[src/rtl/instr_fetch_unit.sv]
// rtl/instr_fetch_unit.sv - fetch stage: PC, req/ack instruction fetch, next-PC selection
module instr_fetch_unit #(
   parameter logic [31:0] RESET_PC   = 32'h0000_0000,
   parameter logic [5:0]  BNE_OPCODE = 6'b100111
) (
   input  logic        clk,
   input  logic        reset,
   output logic        imemReq,
   output logic [31:0] imemAddr,
   input  logic        imemAck,
   input  logic [31:0] imemData,
   output logic [31:0] instr,
   output logic [5:0]  opcode,
   output logic        instrValid,
   input  logic        instrDone,
   input  logic        branch,
   input  logic        jump,
   input  logic        aluZero,
   output logic [31:0] pc,
   output logic [31:0] pcPlus4
);

   typedef enum logic [1:0] {
      S_IDLE  = 2'd0,
      S_FETCH = 2'd1,
      S_EXEC  = 2'd2
   } state_t;

   state_t      state;
   logic [31:0] br_offset;
   logic [31:0] br_target;
   logic [31:0] j_target;
   logic [31:0] next_pc;
   logic        br_cond;

   assign imemAddr = pc;
   assign opcode   = instr[31:26];

   always_comb begin
      pcPlus4   = pc + 32'd4;
      br_offset = {{14{instr[15]}}, instr[15:0], 2'b00};
      br_target = pcPlus4 + br_offset;
      j_target  = {pcPlus4[31:28], instr[25:0], 2'b00};
      br_cond   = (opcode == BNE_OPCODE) ? ~aluZero : aluZero;
      // jump wins over branch even when both are asserted
      if (jump) begin
         next_pc = j_target;
      end else if (branch && br_cond) begin
         next_pc = br_target;
      end else begin
         next_pc = pcPlus4;
      end
   end

   // imemReq and instrValid are registered alongside the state so they track it exactly
   always_ff @(posedge clk) begin
      if (reset) begin
         state      <= S_IDLE;
         pc         <= {RESET_PC[31:2], 2'b00};
         instr      <= 32'h0;
         instrValid <= 1'b0;
         imemReq    <= 1'b0;
      end else begin
         case (state)
            S_IDLE: begin
               state      <= S_FETCH;
               imemReq    <= 1'b1;
               instrValid <= 1'b0;
            end
            S_FETCH: begin
               if (imemAck) begin
                  instr      <= imemData;
                  state      <= S_EXEC;
                  imemReq    <= 1'b0;
                  instrValid <= 1'b1;
               end
            end
            S_EXEC: begin
               if (instrDone) begin
                  pc         <= {next_pc[31:2], 2'b00};
                  state      <= S_FETCH;
                  imemReq    <= 1'b1;
                  instrValid <= 1'b0;
               end
            end
            default: begin
               state      <= S_IDLE;
               imemReq    <= 1'b0;
               instrValid <= 1'b0;
            end
         endcase
      end
   end

endmodule

[config.mk]
export PLATFORM = sky130hd
export DESIGN_NAME = instr_fetch_unit
export DESIGN_NICKNAME = d
export VERILOG_FILES = /design/src/rtl/instr_fetch_unit.sv
export SDC_FILE = /design/constraint.sdc
export NUM_CORES = 1
export LEC_CHECK = 0
export BUFFER_PORTS_ARGS = -buffer_cell sky130_fd_sc_hd__buf_4
export CAP_MARGIN = 20
export CORE_UTILIZATION = 56
export CTS_CLUSTER_SIZE = 24
export DETAILED_ROUTE_END_ITERATION = 7
export GPL_TIMING_DRIVEN = 1
export PLACE_DENSITY = 0.92
export SYNTH_ARGS = -nofsm -noshare
export SYNTH_HDL_FRONTEND = slang
export SYNTH_SLANG_ARGS = --single-unit
export TNS_END_PERCENT = 30
[constraint.sdc]
create_clock -name clk -period 9.75 [get_ports clk]
set_input_delay 0.4875 -clock clk [delete_from_list [all_inputs] [get_ports clk]]
set_output_delay 0.4875 -clock clk [all_outputs]
set_load 0.02 [all_outputs]
==> flow_summary.rst, run 1 <==
.. list-table::
   :header-rows: 1

   * - Metric
     - Value
   * - Detailed-router iteration count before antenna repair
     - 5
   * - Overall track demand over capacity in global routing
     - 0.3303
   * - Final hold violation count
     - 0
   * - CP arrival
     - 4.57 ns
   * - DR vias/cell
     - 6.066
   * - Clock slew at the register clock pins of the worst setup and hold paths
     - 0.08 ns
   * - Total of max-cap violations
     - 0
   * - Placeable Area
     - 9196 um2
   * - Adder-cell share of the synthesized area
     - 0.08925
   * - Antenna cells
     - 0
   * - Die footprint
     - 9805 um2
   * - Status
     - finished, final reports clean
   * - Post-synth EDFFs
     - 0
   * - Number of synthesized register bits
     - 64
   * - Vias in the first global route
     - ~5200
   * - Most congested layer reported by global routing
     - met2
   * - Worst clock skew
     - 0.01149 ns
   * - Total DRC errors in the routed layout
     - 0
   * - Multiplexer share of the synthesized area
     - 0.01163
   * - Number of H-tree levels
     - 3
   * - Count leader, synth
     - sky130_fd_sc_hd__nand2_1
   * - Post-route non-filler standard cell count
     - 951
   * - Startpoint of the tightest hold check path
     - imemData[5]
   * - Minimum clock period after layout
     - 4.325 ns
   * - Placer's final routability congestion estimate
     - 0.9714
   * - Vert. Die Dim
     - 99.02 um
   * - Signed area change from the synthesized netlist to the final layout
     - 22.93%
   * - Flop2flop setup slack
     - 5.42 ns
   * - Half-perimeter wire length after placement
     - 12.31 mm
   * - Clock buffer count from CTS
     - 9
   * - Largest net degree at the start of global routing
     - roughly 60
   * - Antenna violations before repair
     - 0
   * - Hold Path End
     - instr[5]
   * - Measured slew at the worst slew-check pin
     - 1.065 ns
   * - Most numerous cell types in the synthesized netlist
     - sky130_fd_sc_hd__nand2_1, sky130_fd_sc_hd__a21oi_1, sky130_fd_sc_hd__dfxtp_1
   * - I/O pin cnt
     - 175
   * - Number of instances in the placed design
     - 935
   * - Violation count after the first detailed-routing iteration
     - 464
   * - Sequential element share of the synthesized area
     - 0.2431
   * - Hold-fix buffers, CTS
     - 0
   * - Setup Buffers After CTS
     - 0
   * - Number of instances in the synthesized netlist
     - 721
   * - Remaining Overflow, GRT
     - 0
   * - Number of max-slew violations in the final report
     - 0
   * - Total via count after detailed routing
     - 5769
   * - CP max FO
     - 8
   * - Met2 demand-to-capacity share in global routing
     - 0.5460
   * - Cell leakage power
     - 2.969 nW
   * - Layout cell share with drive strength beyond 1
     - 0.2345
   * - RR Startpoint
     - imemAddr[12]
   * - Share of the synthesized area in the top cell type
     - 0.2431
   * - Share of synthesized registers carrying an async set or reset
     - 0
   * - Required time of the worst setup path
     - 9.99 ns
   * - Maximum achievable frequency
     - 0.2312 GHz
   * - Wire per inst
     - 17.37 um
   * - CTS Sinks
     - 64
   * - PD cells
     - a little under 100 nW/um2
   * - Number of nets in the layout
     - ~910
   * - Max Buffers Root-to-Sink
     - 2
   * - Synthesized area
     - 5271 um2
   * - Destination of the worst register-to-register timing path
     - imemAddr[30]
   * - Cell depth of the worst min-delay path
     - 3
   * - Syn. warnings
     - 0
   * - R2R cell count
     - 13
   * - Endpoints failing setup
     - 0
   * - Count of different cell masters after synthesis
     - 64
   * - Worst-case headroom to the max-slew limit
     - 0.2882
   * - Gates resized, CTS repair
     - 0
   * - Total length of routed wires
     - approximately 17 mm
   * - Met3 Resource Use GR
     - 0.05532
   * - Area leader, netlist
     - sky130_fd_sc_hd__dfxtp_1
   * - Fraction of the cycle the final worst path needs
     - 0.4436
   * - Setup repair after global routing missed its margin
     - no
   * - Type of the setup path with the least slack
     - reg -> reg
   * - Filler cells
     - 729
   * - Starting utilization of the core area
     - 0.5732
   * - Maximum vdd ir drop
     - 0.07744 mV
   * - Root Buffer Master
     - sky130_fd_sc_hd__clkbuf_8
   * - # rows
     - 35
   * - Dominant combinational cell family by area after synthesis
     - compound AO/OA/AOI/OAI gates
   * - Worst setup EP type
     - flip-flop
   * - Setup tns final
     - 0 ns
   * - First-pass GRT wire length
     - 26.14 mm
   * - IO buf count
     - 168
   * - CTS tree
     - built
   * - Source-to-sink clock delay at the later pin of the worst-skew pair
     - 0.35 ns
   * - Die width
     - 99.02 um
   * - Routing usage on met1
     - 0.4362
   * - Primary flip-flop cell chosen by synthesis mapping
     - sky130_fd_sc_hd__dfxtp_1
   * - Share of the synthesized netlist area taken by xor and xnor gates
     - 0.07809
   * - Simple-gate share of the synthesized area
     - 0.2385
   * - Antenna Violating Nets Remaining
     - 0
   * - Top post-synthesis cells by area
     - sky130_fd_sc_hd__dfxtp_1, sky130_fd_sc_hd__nand2_1, sky130_fd_sc_hd__a21oi_1
   * - Share of the synthesized area in compound gates (AO/OA/AOI/OAI)
     - 0.2488
   * - Avg Inst Size Synth
     - 7.311 um2
   * - Path type of the worst min-delay path
     - in -> reg
   * - Kind of start point of the critical path
     - flip-flop
==> cells by family (layout without fill, tap and decap cells) <==
group / count (synthesis) / count (layout)
multiplexers: 6 / 6
adder cells (fa/ha/maj): 37 / 37
AO/OA/AOI/OAI: 207 / 207
buffers and inverters: 84 / 198
other: 1 / 6
AND/OR/NAND/NOR: 275 / 275
XOR/XNOR: 47 / 47
flip-flops: 64 / 64
==> worst max-delay path by stage <==
| stage | cells past startpoint | slack, ns | end | startpoint |
|---|---|---|---|---|
| after CTS | 13 | 5.48 | imemAddr[30] | imemAddr[12] |
| after global routing | 13 | 5.11 | imemAddr[30] | imemAddr[12] |
| final | 13 | 5.42 | imemAddr[30] | imemAddr[12] |
| after global placement | 13 | 5.58 | imemAddr[30] | imemAddr[12] |
| after detailed placement | 13 | 5.51 | imemAddr[30] | imemAddr[12] |
| after floorplan | 15 | 5.76 | imemAddr[31] | imemAddr[12] |
==> metrics by stage <==
stage / util / setup WS [ns] / power, mW / area (um2) / hold slack, ns
floorplan: - / 5.760 / 0.3654 / 5290 / 0.5465
global placement: 0.6831 / 5.583 / 0.4067 / 6282 / 0.4681
detailed placement: 0.6831 / 5.506 / 0.4096 / 6282 / 0.4719
CTS: 0.7046 / 5.476 / 0.6416 / 6480 / 0.3722
global route: 0.7046 / 5.107 / 0.6673 / 6480 / 0.3860
finish: 0.7046 / 5.425 / 0.6437 / 6480 / 0.3759
==> flip-flops by register name (all words and copies together) (netlist names) <==
register / flops
instr: 32
instrValid: 1
imemAddr: 30
state: 1
==> critical path, stage by stage (launching register included) <==
cell,delay (ns)
sky130_fd_sc_hd__dfxtp_1,0.52
sky130_fd_sc_hd__and4_1,0.35
sky130_fd_sc_hd__nand4_1,0.20
sky130_fd_sc_hd__nor3_1,0.48
sky130_fd_sc_hd__nand3_1,0.16
sky130_fd_sc_hd__xnor2_1,0.45
sky130_fd_sc_hd__ha_1,0.36
sky130_fd_sc_hd__a21oi_1,0.21
sky130_fd_sc_hd__o221ai_1,0.14
sky130_fd_sc_hd__a21o_1,0.21
sky130_fd_sc_hd__a211o_1,0.26
sky130_fd_sc_hd__nor3b_1,0.15
sky130_fd_sc_hd__or4_1,0.48
sky130_fd_sc_hd__a32o_1,0.23
==> power breakdown <==
| group | internal [mW] | switching, mW |
|---|---|---|
| clock | 0.125 | 0.113 |
| sequential | 0.270 | 0.0117 |
| combinational | 0.0485 | 0.0758 |
| total | 0.443 | 0.200 |
==> layout by cell type, fill, tap and decap left out, drive strengths merged, types with 6 or more instances in the layout <==
cell / synthesis / final
nand3: 22 / 22
buf: 45 / 171
a211oi: 14 / 14
a21oi: 92 / 92
dfxtp: 64 / 64
nand2b: 8 / 8
ha: 36 / 36
conb: 1 / 6
inv: 11 / 11
o211ai: 6 / 6
nand4: 12 / 12
o21ai: 30 / 30
a21o: 20 / 20
xor2: 19 / 19
nor3: 12 / 12
clkbuf: 28 / 11
nor2b: 6 / 6
nor2: 52 / 52
a211o: 6 / 6
nand2: 130 / 130
and3: 8 / 8
o221ai: 8 / 8
xnor2: 28 / 28
==> per-layer routing <==
layer / vias to the layer above / wire (um)
met2: 314 / 7832
met1: 2679 / 6962
met3: 26 / 1499
met4: 0 / 221
met5: - / 0
li1: 2750 / -
==> cell type report <==
class | instances | area (um2) | area share
clock buffers | 11 | 141.4 | 0.02182
clock inverters | 5 | 56.30 | 0.008689
inverters | 11 | 41.29 | 0.006372
multi-input cells | 578 | 3537 | 0.5459
flip-flops and latches | 64 | 1281 | 0.1977
well taps | 111 | 138.9 | 0.02143
repair buffers | 171 | 1284 | 0.1981
Note: power is estimated with default switching activity, not from simulation.
==> inputs of run 2 (changes only) <==
--- a/config.mk
+++ b/config.mk
@@ -7,11 +7,11 @@
 export LEC_CHECK = 0
 export BUFFER_PORTS_ARGS = -buffer_cell sky130_fd_sc_hd__buf_4
 export CAP_MARGIN = 20
-export CORE_UTILIZATION = 56
+export CORE_UTILIZATION = 47
 export CTS_CLUSTER_SIZE = 24
 export DETAILED_ROUTE_END_ITERATION = 7
 export GPL_TIMING_DRIVEN = 1
-export PLACE_DENSITY = 0.92
+export PLACE_DENSITY = 0.83
 export SYNTH_ARGS = -nofsm -noshare
 export SYNTH_HDL_FRONTEND = slang
 export SYNTH_SLANG_ARGS = --single-unit
==> constraint.sdc (replaced) <==
create_clock -name clk -period 3.5 [get_ports clk]
set_input_delay 0.175 -clock clk [delete_from_list [all_inputs] [get_ports clk]]
set_output_delay 0.175 -clock clk [all_outputs]
set_load 0.02 [all_outputs]
==> run 2 against run 1 <==
Net effect: the run now ends with negative setup slack left; clock power grew to 2.9 times the previous value; sequential power grew to 2.7 times the previous value; register-to-register slack lost 5.4 ns; design area grew 24%; wire length grew 13%; worst setup slack lost 5.4 ns; core utilization grew 3.5 points; final cell count grew 14%.
==> flow_summary.rst, run 2 (synthesis gave the netlist of run 1 again) <==
.. list-table::
   :header-rows: 1

   * - Metric
     - Value
   * - RR Startpoint
     - imemAddr[3] (was imemAddr[12])
   * - Overall track demand over capacity in global routing
     - 0.3074 (was 0.3303)
   * - IO buf count
     - 168 (unchanged)
   * - Worst slack at placement
     - -0.02944 ns (was 5.506 ns)
   * - Path type of the worst min-delay path
     - in -> reg (unchanged)
   * - R2R cell count
     - 16 (was 13)
   * - Number of flip-flops in the largest register
     - 32 (unchanged)
   * - Number of max-slew violations in the final report
     - 0 (unchanged)
   * - Cell leakage power
     - 3.751 nW (was 2.969 nW)
   * - Number of H-tree levels
     - 3 (unchanged)
   * - CP arrival
     - 3.75 ns (was 4.57 ns)
   * - Worst-case headroom to the max-slew limit
     - 0.5148 (was 0.2882)
   * - Cell depth of the worst min-delay path
     - 3 (unchanged)
   * - Die footprint
     - 11640 um2 (was 9805 um2)
   * - Core occupancy in the finished layout
     - 0.7401 (was 0.7046)
   * - Post-route non-filler standard cell count
     - 1088 (was 951)
   * - Endpoints failing setup
     - 1 (was 0)
   * - Die width
     - 107.9 um (was 99.02 um)
   * - CTS Sinks
     - 64 (unchanged)
   * - Destination of the worst register-to-register timing path
     - imemAddr[23] (was imemAddr[30])
   * - Startpoint of the tightest hold check path
     - imemData[20] (was imemData[5])
   * - First-pass GRT wire length
     - 27.97 mm (was 26.14 mm)
   * - Antenna violations before repair
     - 0 (unchanged)
   * - CP max FO
     - 6 (was 8)
   * - Seq. cell area
     - 1329 um2 (was 1281 um2)
   * - Placer's final routability congestion estimate
     - 0.9379 (was 0.9714)
   * - Number of nets in the layout
     - 1019 (was 911)
   * - Total power of the final layout
     - 1.870 mW (was 0.6437 mW)
   * - Filler cells
     - 803 (was 729)
   * - Signed area change from the synthesized netlist to the final layout
     - 52.86% (was 22.93%)
   * - Vias in the first global route
     - 5532 (was 5236)
   * - Hold Path End
     - instr[20] (was instr[5])
   * - Most common library cell in the layout ignoring fill and taps
     - sky130_fd_sc_hd__buf_4 (unchanged)
   * - Violated checks
     - negative setup slack
   * - Clock buffer count from CTS
     - 9 (unchanged)
   * - Violation count after the first detailed-routing iteration
     - 475 (was 464)
   * - Total DRC errors in the routed layout
     - 0 (unchanged)
   * - Setup repair after global routing missed its margin
     - yes (was no)
   * - Area of combinational cells with multiple inputs
     - 4208 um2 (was 3537 um2)
   * - Type of the setup path with the least slack
     - reg -> reg (unchanged)
   * - Max Buffers Root-to-Sink
     - 2 (unchanged)
   * - Flop2flop setup slack
     - -0.0003 ns (was 5.42 ns)
   * - Half-perimeter wire length after placement
     - 13.47 mm (was 12.31 mm)
   * - # rows
     - 38 (was 35)
   * - Fin Hold WS
     - 0.04748 ns (was 0.3759 ns)
   * - Remaining Overflow, GRT
     - 0 (unchanged)
   * - Largest net degree at the start of global routing
     - 61 (unchanged)
   * - PD cells
     - 232.0 nW/um2 (was 99.34 nW/um2)
   * - Maximum achievable frequency
     - 0.2857 GHz (was 0.2312 GHz)
   * - Starting utilization of the core area
     - 0.4841 (was 0.5732)
   * - I/O pin cnt
     - 175 (unchanged)
   * - Minimum clock period after layout
     - 3.500 ns (was 4.325 ns)
   * - Worst setup EP type
     - flip-flop (unchanged)
   * - Register ranked first by flip-flop count
     - instr (unchanged)
   * - Hold-fix buffers, CTS
     - 0 (unchanged)
   * - DR vias/cell
     - 5.747 (was 6.066)
   * - Clock slew at the register clock pins of the worst setup and hold paths
     - 0.09 ns (was 0.08 ns)
   * - Kind of start point of the critical path
     - flip-flop (unchanged)
   * - Sequence of cells on the critical path
     - ha_4 > nand3_4 > nor2_4 > nand4_1 > xnor2_2 > ha_4 > a21oi_1 > o22ai_2 > nand4b_1 > a21o_1 > nand4b_1 > buf_4 > a211oi_1 > or3_1 > a21oi_2 > o21ai_0 (was and4_1 > nand4_1 > nor3_1 > nand3_1 > xnor2_1 > ha_1 > a21oi_1 > o221ai_1 > a21o_1 > a211o_1 > nor3b_1 > or4_1 > a32o_1)
   * - Root Buffer Master
     - sky130_fd_sc_hd__clkbuf_8 (unchanged)
   * - Worst clock skew
     - 0.01492 ns (was 0.01149 ns)
   * - Total length of routed wires
     - 18.74 mm (was 16.52 mm)
   * - Maximum vdd ir drop
     - 0.2017 mV (was 0.07744 mV)
   * - Slack of the critical path
     - -0.0002558 ns (was 5.425 ns)
   * - Fraction of the cycle the final worst path needs
     - 1.000 (was 0.4436)
   * - CP max stage delay
     - 0.38 ns (was 0.52 ns)
   * - Vert. Die Dim
     - 107.9 um (was 99.02 um)
   * - Antenna Violating Nets Remaining
     - 0 (unchanged)
   * - Measured slew at the worst slew-check pin
     - 0.7252 ns (was 1.065 ns)
   * - Source-to-sink clock delay at the later pin of the worst-skew pair
     - 0.36 ns (was 0.35 ns)
   * - Wire per inst
     - 17.22 um (was 17.37 um)
   * - Antenna cells
     - 0 (unchanged)
   * - Master of the slowest instance on the critical path
     - sky130_fd_sc_hd__dfxtp_4 (was sky130_fd_sc_hd__dfxtp_1)
   * - Total of max-cap violations
     - 0 (unchanged)
   * - Leading cell types in the layout, fill and taps excluded
     - sky130_fd_sc_hd__buf_4, sky130_fd_sc_hd__nand2_1, sky130_fd_sc_hd__a21oi_1 (unchanged)
   * - CTS tree
     - built (unchanged)
   * - Total via count after detailed routing
     - 6253 (was 5769)
   * - Placeable Area
     - 10890 um2 (was 9196 um2)
   * - Required time of the worst setup path
     - 3.75 ns (was 9.99 ns)
   * - Number of instances in the placed design
     - 1057 (was 935)
   * - Final hold violation count
     - 0 (unchanged)
   * - Layout cell share with drive strength beyond 1
     - 0.4272 (was 0.2345)
   * - Detailed-router iteration count before antenna repair
     - 5 (unchanged)
   * - Status
     - finished, violations left (was finished, final reports clean)
## run 2: cell count changes in the layout (fill, tap and decap cells not counted), sizes merged
cell,before,now
clkinv,3,2
buf,171,279
inv,11,13
clkbuf,11,10
## run 2: through the flow
stage            TNS [ns]  instance area, um2
2_1_floorplan    -0.01548                5650
3_3_place_gp            0                7375
3_5_place_dp     -0.08679                7375
4_1_cts          -0.05085                7621
5_1_grt           -0.8902                8058
6_report       -0.0002558                8058
## run 2: cell type report
class / instances / area share
sequential: 64 / 0.1649
multi-input combinational: 578 / 0.5222
inverter: 11 / 0.005435
clock buffer: 10 / 0.01708
timing repair buffer: 279 / 0.2604
clock inverter: 6 / 0.008230
tap: 140 / 0.02174
## run 2: how the worst max path moves through the flow
stage | startpoint | to | slack, ns
final | imemAddr[3] | imemAddr[23] | -0.0003
after global routing | imemAddr[3] | imemAddr[24] | -0.15
after CTS | imemAddr[3] | imemAddr[30] | -0.04
after detailed placement | imemAddr[3] | imemAddr[30] | -0.03
after global placement | imemAddr[3] | imemAddr[24] | 0.04
after floorplan | imemAddr[2] | imemAddr[31] | -0.02
## run 2: routing by layer
metal / GRT usage / vias to the layer above / share of wire
li1: - / 2982 / -
met1: 0.4202 / 2905 / 0.42
met2: 0.4808 / 320 / 0.47
met3: 0.05690 / 46 / 0.084
met4: 0.1125 / 0 / 0.023
met5: 0 / - / 0
## run 2: power breakdown
part	total, mW	leakage, nW	internal, mW	switching (mW)
clock network	0.691	0.103	0.351	0.339
logic	0.405	3.12	0.173	0.232
registers	0.775	0.531	0.745	0.0300
total	1.87	3.75	1.27	0.601
## run 2: critical path, delay by kind of cell (launching register included)
family                     cells  cell delay (ns)
AOI/OAI and AO/OA              6             0.98
adders and majority gates      2             0.43
buffers and inverters          1             0.17
DFF                            1             0.38
and+or+nand+nor                6             1.16
xor gates and xnor gates       1             0.27
## run 2: repair_timing
item	in CTS	in global routing
resized for setup	9	60
endpoints found under the setup margin	7	12
buffers inserted	0	15
pin swaps	2	32
==> inputs of run 3 (changes only) <==
==> constraint.sdc (replaced) <==
create_clock -name clk -period 3.5 [get_ports clk]
set_input_delay 0.35 -clock clk [delete_from_list [all_inputs] [get_ports clk]]
set_output_delay 0.35 -clock clk [all_outputs]
set_load 0.02 [all_outputs]
==> run 3 against run 2 <==
Net effect: the run still ends with negative setup slack left; worst hold slack better by 0.20 ns; global-route usage shrank 0.21 points; first-iteration DRC count decreased by 8.6%; clock-buffer cell count did not move; combinational power shrank 2%; total power shrank 4.7%; critical path depth unchanged; clock power shrank 11%; clock skew decreased by 0.0014 ns; sequential share of layout area up 0.61 points; critical endpoint unchanged; largest power group unchanged.
==> flow_summary.rst, run 3 (synthesis gave the netlist of run 1 again) <==
.. list-table::
   :header-rows: 1

   * - Metric
     - Value
   * - Status
     - finished, violations left (unchanged)
   * - Violated checks
     - negative setup slack (unchanged)
   * - CTS Sinks
     - 64 (unchanged)
   * - Wire per inst
     - 16.91 um (was 17.22 um)
   * - Vias in the first global route
     - 5549 (was 5532)
   * - Kind of start point of the critical path
     - flip-flop (unchanged)
   * - Startpoint of the tightest hold check path
     - imemData[12] (was imemData[20])
   * - DR vias/cell
     - 5.731 (was 5.747)
   * - Slack of the critical path
     - -0.04794 ns (was -0.0002558 ns)
   * - Sequence of cells on the critical path
     - ha_4 > nand3_2 > nor2_4 > nand4_1 > xnor2_2 > ha_4 > a21oi_1 > o22ai_2 > nand4b_1 > a21o_1 > nand4b_1 > buf_4 > a211oi_1 > or3_1 > a21oi_1 > o21ai_0 (was ha_4 > nand3_4 > nor2_4 > nand4_1 > xnor2_2 > ha_4 > a21oi_1 > o22ai_2 > nand4b_1 > a21o_1 > nand4b_1 > buf_4 > a211oi_1 > or3_1 > a21oi_2 > o21ai_0)
   * - Destination of the worst register-to-register timing path
     - imemAddr[23] (unchanged)
   * - Detailed-router iteration count before antenna repair
     - 7 (was 5)
   * - Hold Path End
     - instr[12] (was instr[20])
   * - Leading cell types in the layout, fill and taps excluded
     - sky130_fd_sc_hd__buf_4, sky130_fd_sc_hd__nand2_1, sky130_fd_sc_hd__a21oi_1 (unchanged)
   * - Antenna cells
     - 0 (unchanged)
   * - Layout cell share with drive strength beyond 1
     - 0.3981 (was 0.4272)
   * - Worst clock skew
     - 0.01357 ns (was 0.01492 ns)
   * - Setup repair after global routing missed its margin
     - yes (unchanged)
   * - Path type of the worst min-delay path
     - in -> reg (unchanged)
   * - Endpoints failing setup
     - 2 (was 1)
   * - Total power of the final layout
     - 1.782 mW (was 1.870 mW)
   * - Worst-case headroom to the max-slew limit
     - 0.5050 (was 0.5148)
   * - Cell area after layout
     - 7770 um2 (was 8058 um2)
   * - CP max stage delay
     - 0.37 ns (was 0.38 ns)
   * - Minimum clock period after layout
     - 3.548 ns (was 3.500 ns)
   * - Overall track demand over capacity in global routing
     - 0.3052 (was 0.3074)
   * - Number of flip-flops in the largest register
     - 32 (unchanged)
   * - Antenna Violating Nets Remaining
     - 0 (unchanged)
   * - Vert. Die Dim
     - 107.9 um (unchanged)
   * - CTS tree
     - built (unchanged)
   * - Source-to-sink clock delay at the later pin of the worst-skew pair
     - 0.35 ns (was 0.36 ns)
   * - Violation count after the first detailed-routing iteration
     - 434 (was 475)
   * - Number of nets in the layout
     - 1008 (was 1019)
   * - Die width
     - 107.9 um (unchanged)
   * - Cell leakage power
     - 3.681 nW (was 3.751 nW)
   * - Total of max-cap violations
     - 0 (unchanged)
   * - Fraction of the cycle the final worst path needs
     - 1.014 (was 1.000)
   * - Setup tns final
     - -0.09539 ns (was -0.0002558 ns)
   * - CP max FO
     - 6 (unchanged)
   * - Total DRC errors in the routed layout
     - 0 (unchanged)
   * - Starting utilization of the core area
     - 0.4841 (unchanged)
   * - # rows
     - 38 (unchanged)
   * - R2R cell count
     - 16 (unchanged)
   * - Placement-stage cell area
     - 7382 um2 (was 7375 um2)
   * - PD cells
     - 229.3 nW/um2 (was 232.0 nW/um2)
   * - Signed area change from the synthesized netlist to the final layout
     - 47.40% (was 52.86%)
   * - Number of H-tree levels
     - 3 (unchanged)
   * - Largest net degree at the start of global routing
     - 61 (unchanged)
   * - CP arrival
     - 3.77 ns (was 3.75 ns)
   * - Number of instances in the placed design
     - 1058 (was 1057)
   * - Register ranked first by flip-flop count
     - instr (unchanged)
   * - Die footprint
     - 11640 um2 (unchanged)
   * - First-pass GRT wire length
     - 27.97 mm (unchanged)
   * - Half-perimeter wire length after placement
     - 13.59 mm (was 13.47 mm)
   * - Type of the setup path with the least slack
     - reg -> reg (unchanged)
   * - Final hold violation count
     - 0 (unchanged)
   * - Master of the slowest instance on the critical path
     - sky130_fd_sc_hd__dfxtp_4 (unchanged)
   * - Total via count after detailed routing
     - 6172 (was 6253)
   * - Post-route non-filler standard cell count
     - 1077 (was 1088)
   * - Clock slew at the register clock pins of the worst setup and hold paths
     - 0.09 ns (about the same)
   * - Antenna violations before repair
     - 0 (unchanged)
   * - Cell depth of the worst min-delay path
     - 3 (unchanged)
   * - Required time of the worst setup path
     - 3.72 ns (was 3.75 ns)
   * - Number of max-slew violations in the final report
     - 0 (unchanged)
   * - Remaining Overflow, GRT
     - 0 (unchanged)
   * - Maximum vdd ir drop
     - 0.2415 mV (was 0.2017 mV)
   * - Core occupancy in the finished layout
     - 0.7136 (was 0.7401)
   * - Hold-fix buffers, CTS
     - 0 (unchanged)
   * - Maximum achievable frequency
     - 0.2819 GHz (was 0.2857 GHz)
   * - Root Buffer Master
     - sky130_fd_sc_hd__clkbuf_8 (unchanged)
   * - Placeable Area
     - 10890 um2 (unchanged)
   * - I/O pin cnt
     - 175 (unchanged)
   * - Measured slew at the worst slew-check pin
     - 0.7398 ns (was 0.7252 ns)
   * - Flop2flop setup slack
     - -0.05 ns (was -0.0003 ns)
   * - IO buf count
     - 168 (unchanged)
   * - Clock buffer count from CTS
     - 9 (unchanged)
   * - Most common library cell in the layout ignoring fill and taps
     - sky130_fd_sc_hd__buf_4 (unchanged)
   * - RR Startpoint
     - imemAddr[2] (was imemAddr[3])
   * - Worst setup EP type
     - flip-flop (unchanged)
   * - Max Buffers Root-to-Sink
     - 2 (unchanged)
   * - Placer's final routability congestion estimate
     - 0.9432 (was 0.9379)
   * - Total length of routed wires
     - 18.21 mm (was 18.74 mm)
==> run 3: routing by layer <==
metal / GRT usage / share of wire
met1: 0.4196 / 0.42
met2: 0.4982 / 0.47
met3: 0.04298 / 0.082
met4: 0.08317 / 0.023
met5: 0 / 0
==> run 3: critical path: cells and delay by family (launching register included) <==
family,cells,cell delay (ns)
compound gates,6,1.15
simple gates,6,1.09
fa+ha+maj,2,0.41
flops,1,0.37
xor+xnor,1,0.25
buf+inv,1,0.14
==> run 3: where the power goes <==
group | leakage [nW] | switching (mW) | internal, mW
registers | 0.531 | 0.0294 | 0.744
logic | 3.05 | 0.226 | 0.169
clock network | 0.0969 | 0.333 | 0.280
==> run 3: how the worst max path moves through the flow <==
stage	startpoint	to	slack [ns]	cells past startpoint
after floorplan	imemAddr[2]	imemAddr[31]	-0.02	16
after global placement	imemAddr[2]	imemAddr[25]	0.04	15
after detailed placement	imemAddr[2]	imemAddr[29]	-0.10	17
after CTS	imemAddr[15]	imemAddr[31]	-0.01	16
after global routing	imemAddr[2]	imemAddr[31]	-0.21	15
final	imemAddr[2]	imemAddr[23]	-0.05	16
==> run 3: per-stage QoR <==
step | hold WS (ns) | setup slack, ns
3_3_place_gp | 0.4632 | 0.04435
2_1_floorplan | 0.4860 | -0.01548
3_5_place_dp | 0.4683 | -0.1010
4_1_cts | 0.2350 | -0.01456
6_report | 0.2451 | -0.04794
5_1_grt | 0.2393 | -0.2083
==> run 3: repair_timing <==
item,in CTS,in global routing
gates resized for setup,10,27
setup endpoints to repair,6,11
gates cloned,0,0
buffers inserted,0,3
pin swaps,2,19
==> run 3: cell type report <==
type	count	area, um2
fill	861	3118
clock buffer	10	137.6
tap	140	175.2
clock inverter	6	42.54
timing repair buffer	268	2016
inverter	11	41.29
multi-input combinational	578	4029
sequential	64	1329
